===== config.mk =====
export PLATFORM = sky130hd
export DESIGN_NAME = stage4_twiddle_seq
export DESIGN_NICKNAME = d
export VERILOG_FILES = /design/src/rtl/stage4_twiddle_seq.sv
export SDC_FILE = /design/constraint.sdc
export NUM_CORES = 1
export LEC_CHECK = 0
export BUFFER_PORTS_ARGS = -buffer_cell sky130_fd_sc_hd__buf_2
export CAP_MARGIN = 10
export CORE_MARGIN = 2
export CORE_UTILIZATION = 45
export DETAILED_ROUTE_END_ITERATION = 10
export PLACE_DENSITY = 0.77
export SETUP_SLACK_MARGIN = 0.1
export SLEW_MARGIN = 20
export SYNTH_ARGS = -nofsm -noshare
export SYNTH_HDL_FRONTEND = slang
export SYNTH_SLANG_ARGS = --single-unit

===== constraint.sdc =====
create_clock -name i_clk -period 1.6 [get_ports i_clk]
set_input_delay 0.16 -clock i_clk [delete_from_list [all_inputs] [get_ports i_clk]]
set_output_delay 0.16 -clock i_clk [all_outputs]
set_load 0.005 [all_outputs]

===== src/rtl/stage4_twiddle_seq.sv =====
// Stage-4 twiddle sequencer: tags each complex sample with its frame index k and
// pairs it with the angle -k*pi/8 read from an external registered ROM.
module stage4_twiddle_seq #(
    parameter int DATA_W = 32,
    parameter int ADDR_W = 3
) (
    input  logic                  i_clk,
    input  logic                  i_rst,
    input  logic                  i_valid,
    output logic                  o_ready,
    input  logic [2*DATA_W-1:0]   i_data,
    input  logic                  i_sof,
    output logic [ADDR_W-1:0]     o_rom_addr,
    input  logic [DATA_W-1:0]     i_rom_data,
    output logic                  o_valid,
    input  logic                  i_ready,
    output logic [2*DATA_W-1:0]   o_data,
    output logic [DATA_W-1:0]     o_angle,
    output logic [ADDR_W-1:0]     o_index,
    output logic                  o_last,
    output logic                  o_sync_err
);

    logic                v1;
    logic [2*DATA_W-1:0] data1;
    logic [ADDR_W-1:0]   idx1;
    logic [ADDR_W-1:0]   cnt;
    logic [ADDR_W-1:0]   idx_new;
    logic                accept;
    logic                s1_adv;

    assign s1_adv  = v1 && (!o_valid || i_ready);
    assign o_ready = i_rst || !v1 || s1_adv;
    assign accept  = i_valid && o_ready && !i_rst;
    assign idx_new = i_sof ? '0 : cnt;

    // The ROM is addressed one cycle ahead so its registered output lines up
    // with the S1 -> S2 transfer; while S1 stalls it keeps re-reading idx1.
    assign o_rom_addr = i_rst ? '0 : (accept ? idx_new : idx1);

    always_ff @(posedge i_clk) begin
        if (i_rst) begin
            v1         <= 1'b0;
            data1      <= '0;
            idx1       <= '0;
            cnt        <= '0;
            o_valid    <= 1'b0;
            o_data     <= '0;
            o_angle    <= '0;
            o_index    <= '0;
            o_last     <= 1'b0;
            o_sync_err <= 1'b0;
        end else begin
            if (accept) begin
                v1    <= 1'b1;
                data1 <= i_data;
                idx1  <= idx_new;
                cnt   <= idx_new + ADDR_W'(1);
                if (i_sof && (cnt != '0)) begin
                    o_sync_err <= 1'b1;
                end
            end else if (s1_adv) begin
                v1 <= 1'b0;
            end

            if (s1_adv) begin
                o_valid <= 1'b1;
                o_data  <= data1;
                o_angle <= i_rom_data;
                o_index <= idx1;
                o_last  <= &idx1;
            end else if (i_ready) begin
                o_valid <= 1'b0;
            end
        end
    end

endmodule

==> impl_metrics.yaml <==
outcome:
  status: "finished, violations left"
  violations: "negative setup slack"
setup_path:
  arrival_ps: 1540
  start_kind: "flop"
  cp-end-kind: "output pin"
  cp_max_fo: 5
  crit_type: "flop to output pin"
  required_ps: 1440
cts:
  htree_num_levels: 4
  clkSinkCount: 173
  cts_root_buffer: "clkbuf_16"
  cts.path.max_buffers: 2
  clkTransAtPathRegs_ps: 60
  clkLatencyLatePin_ps: 420
  numCtsBuffers: 17
  cts_tree: "built"
final_layout:
  syn2layout_area_growth_pct: 45.3
  layout_common_cells: "buf_2, dfxtp_1, o21ai_0, a21oi_1, nand3_1"
  nets: 1005
  layout-drive-gt1-share_pct: 30.5
  layout_commonest_cell: "buf_2"
  layout.cells.non_filler: 1092
  num_antenna_cells: 0
global_routing:
  antenna_found_initial: 0
  grt_usage_pct: 25.1
  top_usage_layer: "met2"
  grt.met3_usage_pct: 6.61
  grt_pass1_vias: 5817
  grt_overflow: 0
  grt_pass1_wl_um: 28900
  grt_use_met1_pct: 30.6
  grt_max_degree: 79
  grt_use_met2_pct: 41.2
power_and_ir_drop:
  power_frac_comb_pct: 9.7
  switching_power_w: 0.00228
  seqPwrFrac_pct: 46.0
  pwr-share-clk_pct: 44.4
  ir_worst_vdd_v: 0.000698
  switching_share_pct: 22.9
  leakage_nw: 3.80
  p_int_w: 0.00770
  powerDensity_nw_per_um2: 1130
  finalPower_w: 0.00999
synth:
  synth_nets: 740
  ys_types: 28
  synth.cell_area_um2: 6060
  synthCells: 638
  synthTopCellsByArea: "dfxtp_1, a22o_1, a21oi_1, o21ai_0, nand3_1"
  yosys_warnings: 0
  avgSynthCellArea_um2: 9.50
  synth_area_leader_cell: "dfxtp_1"
  synth-seq-cells: 173
  yosysTopAreaCellShare_pct: 57.2
  yosysSeqAreaShare_pct: 57.2
timing:
  worstMarginPinSlew_ps: 375
  final_hold_viol_count: 0
  slew_viol_final: 0
  max_freq_ghz: 0.589
  setup_tns_ps: -166
  slew_headroom_pct: 75.0
  clock_skew_ps: 5.33
  rsz0062_at_grt: "yes"
  setup_viol: 2
  timing.final.crit_share_pct: 106
  final.setup.worst_slack_ps: -99.0
  min_period_ps: 1700
  hold_slack_ps: 16.1
route:
  vias: 6044
  drtAntennaViolNets: 0
  avgViaCountPerCell: 5.53
  detail_route.wl_per_cell_um: 16.6
  drc: 0
  dr.pass1.iters: 5
  drt_iter0_markers: 486
  wl_um: 18200
placed_design:
  post-dp-hpwl_um: 10300
  place_worst_setup_slack_ps: 127
  gp_congestion: 0.796
  dp.cells: 970
  numPortBuffers: 206
floorplan:
  ios: 207
  initial_core_util_pct: 45.9
  rows: 42
  die_x_um: 120
  die_area_um2: 14400
  die_height_um: 120
  coreArea_um2: 13200
flow_run:
  max-cap-violations: 0
hold_path:
  hold_class: "input pin to flop"
[worst paths after layout]
path / from / to / slack [ps] / cells after the start
setup reg to reg: v1 / data1[20] / 170 / 6
hold reg to reg: o_angle[14] / o_angle[14] / 470 / 2
hold / removal: i_rom_data[13] / o_angle[13] / 20 / 3
setup / recovery: v1 / o_rom_addr[1] / -100 / 4
[critical path, cell delays in order (launching register included)]
cell	delay, ps
dfxtp_4	360
and3b_2	240
nor3_4	190
a22o_1	200
buf_2	140
[registers in the layout, summed over array words and instances (netlist names)]
register and flops:
o_data 64, o_angle 32, o_valid 1, o_last 1, v1 1, o_index 3
cnt 3, data1 64, o_sync_err 1, idx1 3
[layer usage]
metal / part of all wire, % / wire length [µm]
met1: 40 / 7280
met4: 3.9 / 708
met5: 0 / 0
met2: 49 / 8940
met3: 6.8 / 1240
[kinds of logic (layout without fill, tap and decap cells)]
group | count (synthesis) | in the layout | synth area share [%]
AO/OA/AOI/OAI | 278 | 278 | 27.4
flip-flops | 173 | 173 | 57.2
AND/OR/NAND/NOR | 113 | 113 | 9.69
buffers and inverters | 72 | 350 | 5.37
adder cells (fa/ha/maj) | 1 | 1 | 0.206
multiplexers | 1 | 1 | 0.186
[cell type report]
cell class / count / area (µm²)
Multi-Input combinational cell: 393 / 2300
Fill cell: 1030 / 4390
Clock buffer: 20 / 457
Tap cell: 176 / 220
Sequential cell: 173 / 3470
Inverter: 2 / 7.51
Clock inverter: 12 / 185
Timing Repair Buffer: 316 / 2160
[power by group through the flow]
stage / Combinational [W] / Clock (W) / Sequential [W]
after detailed placement: 0.000757 / 0 / 0.00468
after CTS: 0.000928 / 0.00451 / 0.00459
after global placement: 0.000744 / 0 / 0.00468
after floorplan: 0.000410 / 0 / 0.00468
after global routing: 0.00105 / 0.00471 / 0.00461
final: 0.000964 / 0.00443 / 0.00459
[cells in the mapped netlist]
master       n
o2bb2ai_1    1
nor3_2       1
nand4b_1     1
buf_6        3
and3b_1      1
or3_1        1
ha_1         1
o311ai_1     1
and3_1       1
nand3b_1     1
a21oi_1    103
buf_1        1
nand2_1      1
nor2b_1      3
dfxtp_1    173
o21ai_0    103
a31oi_1      1
mux2_2       1
a21oi_2      1
buf_2       14
a22o_1      67
o31a_1       1
nand2b_1     2
nor2_1       1
inv_2        2
clkbuf_1    48
nand3_1    100
buf_4        4
[per-stage QoR]
step	util, %	instance area, µm²
6_report	66.7	8800
5_1_grt	66.7	8800
4_1_cts	66.3	8740
3_5_place_dp	54.9	7240
3_3_place_gp	54.9	7240
2_1_floorplan	-	6060
[what timing repair did]
| action | CTS | global route |
|---|---|---|
| pin swaps | 5 | 3 |
| setup buffers | 8 | 3 |
| hold buffers | 79 | 0 |
| endpoints found under the hold margin | 79 | 0 |
| endpoints found under the setup margin | 6 | 94 |
| resized for setup | 4 | 12 |
(Power assumes the default switching activity.)
